**src/rtl/adder_tree_pkg.sv**
```systemverilog
// Shared types and helpers for the adder-tree return path.
package adder_tree_pkg;

    typedef enum logic [1:0] {
        SER_IDLE,
        SER_FIRST,
        SER_SECOND
    } ser_state_t;

    // Width of a packed {term_a, term_b} pair for a given term width.
    function automatic int pair_w(input int w);
        return 2 * w;
    endfunction

endpackage

```
**src/rtl/pair_fifo.sv**
```systemverilog
// Small synchronous FIFO holding packed term pairs for the serializer.
// Pushes into a full FIFO and pops from an empty FIFO are ignored.
module pair_fifo #(
    parameter int WIDTH = 32,
    parameter int DEPTH = 4
) (
    input  logic                       clock,
    input  logic                       reset,
    input  logic                       push,
    input  logic [WIDTH-1:0]           push_data,
    input  logic                       pop,
    output logic [WIDTH-1:0]           rd_data,
    output logic                       full,
    output logic                       empty,
    output logic [$clog2(DEPTH+1)-1:0] count
);

    localparam int PTR_W = $clog2(DEPTH);
    localparam int CNT_W = $clog2(DEPTH + 1);

    logic [WIDTH-1:0] mem [DEPTH];
    logic [PTR_W-1:0] wr_ptr;
    logic [PTR_W-1:0] rd_ptr;
    logic             do_push;
    logic             do_pop;

    assign full    = (count == CNT_W'(DEPTH));
    assign empty   = (count == '0);
    assign do_push = push && !full;
    assign do_pop  = pop && !empty;
    assign rd_data = mem[rd_ptr];

    // Storage array; contents need no reset because count gates every read.
    always_ff @(posedge clock) begin
        if (do_push) begin
            mem[wr_ptr] <= push_data;
        end
    end

    // Pointers wrap naturally since DEPTH is a power of two; count tracks occupancy.
    always_ff @(posedge clock) begin
        if (reset) begin
            wr_ptr <= '0;
            rd_ptr <= '0;
            count  <= '0;
        end else begin
            if (do_push) begin
                wr_ptr <= wr_ptr + PTR_W'(1);
            end
            if (do_pop) begin
                rd_ptr <= rd_ptr + PTR_W'(1);
            end
            case ({do_push, do_pop})
                2'b10:   count <= count + CNT_W'(1);
                2'b01:   count <= count - CNT_W'(1);
                default: count <= count;
            endcase
        end
    end

endmodule

```
**src/rtl/pair_serializer.sv**
```systemverilog
// Buffers (term_a, term_b) pairs and emits them as a serial stream of
// single terms, optionally term_b first to undo the upstream swap.
module pair_serializer
    import adder_tree_pkg::*;
#(
    parameter int WIDTH        = 16,
    parameter int FIFO_DEPTH   = 4,
    parameter bit FIRST_TERM_B = 1'b1
) (
    input  logic                            i_clock,
    input  logic                            i_reset,
    input  logic                            i_pair_valid,
    output logic                            o_pair_ready,
    input  logic [WIDTH-1:0]                i_term_a,
    input  logic [WIDTH-1:0]                i_term_b,
    output logic                            o_term_valid,
    input  logic                            i_term_ready,
    output logic [WIDTH-1:0]                o_term,
    output logic                            o_term_last,
    output logic [$clog2(FIFO_DEPTH+1)-1:0] o_fifo_count
);

    localparam int PAIR_WIDTH = pair_w(WIDTH);

    ser_state_t            state;
    logic [WIDTH-1:0]      hold_a;
    logic [WIDTH-1:0]      hold_b;
    logic [PAIR_WIDTH-1:0] rd_data;
    logic [WIDTH-1:0]      rd_a;
    logic [WIDTH-1:0]      rd_b;
    logic                  full;
    logic                  empty;
    logic                  push;
    logic                  pop;

    // Ready comes from the registered FIFO count only, so it never depends on i_term_ready.
    assign o_pair_ready = !full;
    assign push         = i_pair_valid && !full;
    assign rd_a         = rd_data[PAIR_WIDTH-1:WIDTH];
    assign rd_b         = rd_data[WIDTH-1:0];

    pair_fifo #(
        .WIDTH (PAIR_WIDTH),
        .DEPTH (FIFO_DEPTH)
    ) u_pair_fifo (
        .clock     (i_clock),
        .reset     (i_reset),
        .push      (push),
        .push_data ({i_term_a, i_term_b}),
        .pop       (pop),
        .rd_data   (rd_data),
        .full      (full),
        .empty     (empty),
        .count     (o_fifo_count)
    );

    // Pop a new pair whenever the hold register is free or about to be freed by the last term.
    always_comb begin
        pop = 1'b0;
        case (state)
            SER_IDLE:   pop = !empty;
            SER_SECOND: pop = i_term_ready && !empty;
            default:    pop = 1'b0;
        endcase
    end

    // Output FSM: loads the hold register and drives registered term outputs.
    always_ff @(posedge i_clock) begin
        if (i_reset) begin
            state        <= SER_IDLE;
            hold_a       <= '0;
            hold_b       <= '0;
            o_term_valid <= 1'b0;
            o_term       <= '0;
            o_term_last  <= 1'b0;
        end else begin
            case (state)
                SER_IDLE: begin
                    if (pop) begin
                        hold_a       <= rd_a;
                        hold_b       <= rd_b;
                        o_term       <= FIRST_TERM_B ? rd_b : rd_a;
                        o_term_valid <= 1'b1;
                        o_term_last  <= 1'b0;
                        state        <= SER_FIRST;
                    end
                end
                SER_FIRST: begin
                    if (i_term_ready) begin
                        o_term      <= FIRST_TERM_B ? hold_a : hold_b;
                        o_term_last <= 1'b1;
                        state       <= SER_SECOND;
                    end
                end
                SER_SECOND: begin
                    if (i_term_ready) begin
                        if (pop) begin
                            hold_a       <= rd_a;
                            hold_b       <= rd_b;
                            o_term       <= FIRST_TERM_B ? rd_b : rd_a;
                            o_term_valid <= 1'b1;
                            o_term_last  <= 1'b0;
                            state        <= SER_FIRST;
                        end else begin
                            o_term       <= '0;
                            o_term_valid <= 1'b0;
                            o_term_last  <= 1'b0;
                            state        <= SER_IDLE;
                        end
                    end
                end
                default: begin
                    state <= SER_IDLE;
                end
            endcase
        end
    end

endmodule
```
**config.mk**
```make
export PLATFORM = sky130hd
export DESIGN_NAME = pair_serializer
export DESIGN_NICKNAME = d
export VERILOG_FILES = /design/src/rtl/adder_tree_pkg.sv /design/src/rtl/pair_fifo.sv /design/src/rtl/pair_serializer.sv
export SDC_FILE = /design/constraint.sdc
export NUM_CORES = 1
export LEC_CHECK = 0
export CAP_MARGIN = 20
export CORE_ASPECT_RATIO = 1.1
export CORE_MARGIN = 10
export CORE_UTILIZATION = 45
export DETAILED_ROUTE_END_ITERATION = 12
export PLACE_DENSITY_LB_ADDON = 0.05
export SYNTH_ARGS = -nofsm -noshare
export SYNTH_HDL_FRONTEND = slang
export SYNTH_SLANG_ARGS = --single-unit
```
**constraint.sdc**
```tcl
create_clock -name i_clock -period 2.6 [get_ports i_clock]
set_clock_uncertainty 0.05 [all_clocks]
set_input_delay 0.52 -clock i_clock [delete_from_list [all_inputs] [get_ports i_clock]]
set_output_delay 0.52 -clock i_clock [all_outputs]
set_load 0.03 [all_outputs]
```
* Word-level counts from Yosys, hierarchy flattened
Memories as Yosys holds them, arrays and structs flattened. A register that Yosys moved wholly into a read port is not among the register bits. Index checks and enable logic that the tools add are counted. W data, S select, Z words.
Cells by class: add/subtract/negate cells 4, equal/unequal tests 8, mux-type cells 27, reductions and logical operators 15
Operators by type and width (count):
- $mux W16 | 6
- $pmux W16 S3 | 1
- $pmux W16 S2 | 1
- $mux W2 | 5
- $mux W1 | 9
- $pmux W2 S3 | 1
- $pmux W3 S2 | 1
- $reduce_and A3 Y1 | 2
- $add A2 B1 Y2 const B | 2
- $eq A2 B1 Y1 const B | 2
- $eq A2 B2 Y1 const B | 2
- $logic_and A1 B1 Y1 | 4
- $ne A2 B2 Y1 const B | 2
- $pmux W1 S2 | 2
- $reduce_and A4 Y1 | 1
- $reduce_bool A2 Y1 | 2
- $add A3 B1 Y3 const B | 1
- $eq A3 B3 Y1 const B | 1
- $logic_not A3 Y1 | 1
- $pmux W1 S3 | 1
- $reduce_bool A3 Y1 | 1
- $sub A3 B1 Y3 const B | 1
- $logic_not A1 Y1 | 2
- $logic_not A2 Y1 | 1
- other kinds (2) | 2
Word-level totals: register bits after elaboration 43, memory bits (writable) 128, output and inout port bits 22, word-level logic and storage cells 63, memories 1
Memories:
- u_pair_fifo.mem | depth 4, bits a word 32, rd ports 1, clocked after Yosys merged registers in 1, wr ports 1, RTL line pair_fifo.sv:21 | logic [WIDTH-1:0] mem [DEPTH];

* Depth between registers and ports, before layout
Gate-level depths: netlist (run 1).
depth in word-level cells 7, mapped depth 10, gate-level depth less buffers 9

* Hierarchy
Synthesis (run 1) repeated with hierarchy kept, for this count alone.
Unflattened totals: cell total of the unflattened synthesis 384, area, all modules 6812.8 sq um
By module, submodules not included:
- pair_fifo | instances 1, cells each 221, area an instance 5146.2 sq um, sequential area each 4023.9 sq um
- pair_serializer | instances 1, cells each 163, area an instance 1666.6 sq um, sequential area each 720.7 sq um

* Worst setup path after synthesis (run 1)
Ideal clock, no wire load.
path type register -> register, start register u_pair_fifo.count[0], end register u_pair_fifo.count[2], data arrival time 2.400 ns, required time 2.480 ns, path slack 0.080 ns, stages on the path, launching flop included 9, cells stage by stage dfxtp_1 -> or3b_1 -> and2_1 -> inv_1 -> ha_1 -> fa_1 -> xnor2_1 -> or3_1 -> a21oi_1
RTL lines:
- start, declared | RTL line pair_fifo.sv:15 | output logic [$clog2(DEPTH+1)-1:0] count
- start signal, assigned | RTL line pair_fifo.sv:54 | 2'b10: count <= count + CNT_W'(1);
- start signal, assigned | RTL line pair_fifo.sv:55 | 2'b01: count <= count - CNT_W'(1);
- start signal, assigned | RTL line pair_fifo.sv:56 | default: count <= count;
- $eq A3 B3 Y1 * | RTL line pair_fifo.sv:27 | assign full = (count == CNT_W'(DEPTH));
- $logic_not A1 Y1 *
- via o_pair_ready | RTL line pair_serializer.sv:13 | output logic o_pair_ready,
- $logic_and A1 B1 Y1 | RTL line pair_serializer.sv:38 | assign push = i_pair_valid && !full;
- $logic_and A1 B1 Y1 * | RTL line pair_fifo.sv:29 | assign do_push = push && !full;
- $eq A2 B1 Y1 or $eq A2 B2 Y1 (tied branches) | RTL line pair_fifo.sv:53 | case ({do_push, do_pop})
- $pmux W3 S2 or $reduce_bool A2 Y1 (tied branches)
The timed path passes the listed nets; every way through them passes the cells marked *. A chain may end at the register's enable or synchronous reset.

* Worst setup path in the final report (run 1)
start register u_pair_fifo.count[0], end output port o_pair_ready
On the way: word-level cells in the longest chain between the ends 2
Ends and longest elaborated chain:
- $eq A3 B3 Y1 | RTL line pair_fifo.sv:27
- $logic_not A1 Y1 | RTL line pair_serializer.sv:37 | assign o_pair_ready = !full;
- end, declared | RTL line pair_serializer.sv:13
Every way passes these cells.

==> impl_metrics.json, run 1 <==
{
  "status": "complete, no violations",
  "ys_ff_latch": 173,
  "crit_required_ps": 2030,
  "area_growth_pct": 21.44,
  "wl_per_cell_um": 19.49,
  "cts_buffers": 17,
  "synth_nets": 436,
  "r2r_end": "u_pair_fifo.count[2]",
  "ant_nets": 0,
  "num_rows": 46,
  "syn_avg_cell_area_um2": 17.07,
  "hold_class": "reg2reg",
  "yosys.area.top_type": "edfxtp_1",
  "first_global_vias": 3714,
  "crit_type": "reg2out",
  "crit_fanout": 6,
  "tightest_slew_ps": 1024,
  "final_common_cell": "edfxtp_1",
  "hpwl_um": 7955,
  "tns_ps": 0,
  "fin_crit_sh_pct": 94.20,
  "start_util_pct": 46.09,
  "drc": 0,
  "fp.dieW_um": 136.0,
  "ys.warnings.count": 0,
  "antenna_found_initial": 0,
  "synth-seq-area-share_pct": 71.25,
  "cts_hold_buf": 0,
  "r2r_start": "state[0]",
  "fp.coreArea_um2": 14450,
  "clockBufferDepth": 2,
  "cts-resized-gates": 0,
  "worst_slack_ps": 150.7,
  "hold_violations": 0,
  "p_per_area_nw_per_um2": 1131,
  "final_cell_mix": "edfxtp_1 (128), clkdlybuf4s50_1 (57), dfxtp_1 (44)",
  "hold_depth": 2,
  "synthArstFlopShare_pct": 0,
  "preCtsSetupSlack_ps": 27.26,
  "gp_congestion": 0.7686,
  "h-tree-depth": 4,
  "arrival_ps": 1880,
  "max_freq_ghz": 0.4083,
  "hold_start": "hold_a[15]",
  "clock_sinks": 173,
  "syn-instance-count": 390,
  "root_buffer": "clkbuf_16",
  "dr_total_vias": 3498,
  "pin_count": 58,
  "final_cell_area_um2": 8087,
  "grt_pass1_wl_um": 20580,
  "slew_headroom_pct": 31.48,
  "power_mw": 9.147,
  "drive_gt1_share_pct": 19.92,
  "post_cts_buffers": 0,
  "fillCellCount": 1169,
  "routed_wl_um": 12940,
  "ys_types": 39,
  "netlist_area_um2": 6659,
  "synthFlopType": "edfxtp_1",
  "clock_latency_ps": 420,
  "final_util_pct": 55.98,
  "cts_tree": "yes",
  "rsz0062_at_grt": "false",
  "yosysTopAreaCellShare_pct": 57.72,
  "post_dp_cell_area_um2": 7490,
  "dr.pass1.iters": 4,
  "drv_slew": 0,
  "path_clk_slew_ps": 60,
  "setup_viol": 0,
  "start_kind": "register",
  "p_leak_nw": 2.713,
  "grt_overflow": 0,
  "fin_crit_ps": 2449,
  "nets": 505,
  "synth_edf_count": 128,
  "track_usage_pct": 13.56,
  "reg2reg_depth": 9,
  "dieArea_um2": 20070,
  "io_buffers": 57,
  "diodes": 0,
  "irDropWorstVdd_uv": 446.5,
  "r2r_setup_slack_ps": 230,
  "synth_area_leaders": "edfxtp_1 (58%), dfxtp_1 (14%), mux4_2 (10%)",
  "hold_path_end": "hold_a[15]",
  "drt-initial-drc-count": 189,
  "die_y_um": 147.6,
  "grt_max_degree": 45,
  "end_kind": "primary output",
  "max_cap_violations": 0,
  "vias_per_cell": 5.268
}
-- cell type report --
class	count	area (um2)	area share, %
clock buffers	24	521.8	6.452
clock inverters	8	75.07	0.9284
inverters	5	18.77	0.2321
multi-input cells	190	1739	21.51
flip-flops and latches	173	4746	58.69
well taps	192	240.2	2.971
repair buffers	72	745.7	9.222
-- worst max-delay path by stage --
stage	from	end	cells after the start
floorplan	u_pair_fifo.count[0]	u_pair_fifo.count[2]	8
global placement	i_term_ready	u_pair_fifo.count[2]	8
detailed placement	i_term_ready	o_term[6]	6
CTS	u_pair_fifo.count[0]	o_pair_ready	2
global route	u_pair_fifo.count[0]	o_pair_ready	2
finish	u_pair_fifo.count[0]	o_pair_ready	2
-- registers in the layout, summed over array words and instances, names as in the netlist, named ones only --
register,cells
o_term_last,1
u_pair_fifo.mem,128
o_term,16
u_pair_fifo.rd_ptr,2
u_pair_fifo.count,3
u_pair_fifo.wr_ptr,2
state,2
hold_a,16
o_term_valid,1
-- power breakdown --
part	internal (mW)	total, mW	switching (mW)
logic	1.27	2.94	1.67
clock network	1.51	2.51	1.00
registers	3.46	3.70	0.231
-- worst max-delay path, cell delays in order, from the launching register on --
cell and delay [ps]:
dfxtp_1 370, or3b_1 470, clkdlybuf4s50_1 630
-- per-stage QoR --
step / hold slack [ps] / std cells
2_1_floorplan: 386.4 / 390
3_3_place_gp: 393.5 / 632
3_5_place_dp: 396.6 / 632
4_1_cts: 405.0 / 664
5_1_grt: 425.2 / 664
6_report: 406.8 / 664
-- kinds of logic (layout without fill, tap and decap cells) --
group | after synthesis | after routing | synth area share (%)
mux | 35 | 35 | 11.33
simple gates | 94 | 94 | 6.220
fa+ha+maj | 10 | 10 | 1.992
flops | 173 | 173 | 71.25
buf+inv | 27 | 109 | 2.631
xor+xnor | 5 | 5 | 0.6576
compound gates | 46 | 46 | 5.919
-- routing by layer --
layer  share of wire (%)  global-route usage [%]  vias up
met4                 1.7                   5.171        0
li1                    -                       -     1651
met5                   0                       0        -
met3                 5.1                   4.000       20
met1                  46                   17.16     1746
met2                  48                   21.47       81
-- cell usage after synthesis, types with 2 or more instances --
library cell  number
buf_2              6
edfxtp_1         128
o21ai_0            3
xnor2_1            4
nor2_1            29
and3_1             4
clkbuf_1           5
nor3_1            16
buf_1              2
inv_1              5
a221oi_1           6
mux4_2            31
nand2_1           36
and2_1             2
ha_1               9
buf_6              6
mux2i_1            3
dfxtp_1           45
a221oi_2          10
a21oi_1           21
No activity file was read; power rests on OpenSTA's default activity.
==> inputs of run 2 (changes only) <==
CORE_MARGIN = 4   (was 10)
==> impl_metrics.json, run 2 (synthesis gave the netlist of run 1 again) <==
{
  "reg_top3": "u_pair_fifo.mem x128, hold_a x16, o_term x16",
  "drt-initial-drc-count": 197,
  "pwr-share-seq_pct": 40.2,
  "cts-resized-gates": 0,
  "switching_power_mw": 2.851,
  "fin_crit_ps": 2446,
  "end_kind": "primary output",
  "fillCellCount": 1159,
  "routed_wl_um": 12500,
  "dr.pass1.iters": 4,
  "fin_crit_sh_pct": 94.06,
  "diodes": 0,
  "num_rows": 46,
  "hold_violations": 0,
  "hold_depth": 2,
  "start_util_pct": 46.09,
  "grt_overflow": 0,
  "drive_gt1_share_pct": 19.45,
  "die_y_um": 135.6,
  "root_buffer": "clkbuf_16",
  "dr_total_vias": 3448,
  "io_buffers": 57,
  "arrival_ps": 1880,
  "drc": 0,
  "setup_viol": 0,
  "cts_hold_buf": 0,
  "dieArea_um2": 16810,
  "crit_type": "reg2out",
  "start_kind": "register",
  "grt_max_degree": 45,
  "multi_input_area_um2": 1739,
  "drv_slew": 0,
  "status": "complete, no violations",
  "max_cap_violations": 0,
  "preCtsSetupSlack_ps": -11.35,
  "grt_pass1_wl_um": 19620,
  "reg2reg_depth": 9,
  "irDropWorstVdd_uv": 492.6,
  "crit_chain": "or3b_1, clkdlybuf4s50_1",
  "fp.dieW_um": 124.0,
  "track_usage_pct": 16.06,
  "tns_ps": 0,
  "first_global_vias": 3503,
  "hold_start": "hold_a[15]",
  "path_clk_slew_ps": 60,
  "p_per_area_nw_per_um2": 1134,
  "p_leak_nw": 2.714,
  "largest_reg_flops": 128,
  "ant_nets": 0,
  "final_cell_mix": "edfxtp_1 (128), clkdlybuf4s50_1 (57), dfxtp_1 (44)",
  "final_common_cell": "edfxtp_1",
  "clock_latency_ps": 410,
  "nets": 506,
  "vias_per_cell": 5.185,
  "crit_slowest_cell": "clkdlybuf4s50_1",
  "clock_sinks": 173,
  "pin_count": 58,
  "h-tree-depth": 4,
  "crit_fanout": 6,
  "fp.coreArea_um2": 14450,
  "pwr-share-comb_pct": 32.1,
  "post_cts_buffers": 0,
  "tightest_slew_ps": 1060,
  "largest_register": "u_pair_fifo.mem",
  "clockPowerShare_pct": 27.7,
  "crit_required_ps": 2030,
  "max_freq_ghz": 0.4089,
  "slew_headroom_pct": 29.35,
  "cts_buffers": 17,
  "crit_path_start": "u_pair_fifo.count[0]",
  "hold_class": "reg2reg",
  "register_area_um2": 4746,
  "gp_congestion": 0.7094,
  "slowest_delay_ps": 620,
  "hpwl_um": 7389,
  "r2r_start": "state[0]",
  "internal_power_mw": 6.345,
  "clockBufferDepth": 2,
  "wl_per_cell_um": 18.79,
  "antenna_found_initial": 0,
  "r2r_setup_slack_ps": 190,
  "area_growth_pct": 21.78,
  "cts_tree": "yes",
  "rsz0062_at_grt": "false",
  "sw_frac_of_total_pct": 31.00,
  "worst_slack_ps": 154.5
}
[run 2: layout make-up]
type	count	share of cell area [%]
Multi-Input combinational cell	190	21.45
Clock inverter	5	0.9566
Timing Repair Buffer	73	9.289
Inverter	5	0.2314
Clock buffer	27	6.588
Sequential cell	173	58.52
Tap cell	192	2.962
[run 2: metrics by stage]
stage	hold WS, ps	util [%]	power, mW	instances	cell area, um2
after floorplan	386.4	-	5.881	390	6659
after global placement	394.8	51.90	6.721	633	7497
after detailed placement	406.7	51.90	6.757	633	7497
after CTS	415.8	56.13	9.312	665	8109
after global routing	438.2	56.13	9.733	665	8109
final	416.6	56.13	9.196	665	8109
[run 2: final timing paths]
check,endpoint
worst max-delay path,o_pair_ready
worst min-delay path,hold_a[15]
worst max register to register,u_pair_fifo.count[2]
worst min register to register,hold_a[15]
[run 2: power by group through the flow]
stage	registers (mW)	logic (mW)	clock network, mW
2_1_floorplan	3.92	1.96	0
4_1_cts	3.70	3.01	2.60
3_5_place_dp	3.76	3.00	0
3_3_place_gp	3.74	2.98	0
6_report	3.70	2.95	2.55
5_1_grt	3.74	3.25	2.74
[run 2: critical path: cells and delay by family (launching register included)]
family	cells	cell delay (ps)
buffers and inverters	1	620
AND/OR/NAND/NOR	1	470
flip-flops	1	370
[run 2: routing by layer]
| metal | track usage (%) | vias up | part of all wire [%] |
|---|---|---|---|
| met4 | 4.930 | 0 | 0.83 |
| met5 | 0 | - | 0 |
| met3 | 4.344 | 9 | 3.8 |
| met1 | 22.75 | 1720 | 47 |
| met2 | 24.44 | 67 | 49 |
| li1 | - | 1652 | - |
==> inputs of run 3 (changes only) <==
CTS_CLUSTER_DIAMETER = 100   (was not set)
==> results of run 3 <==
Same layout as run 2: the final DEF is identical, and so are final timing and power.
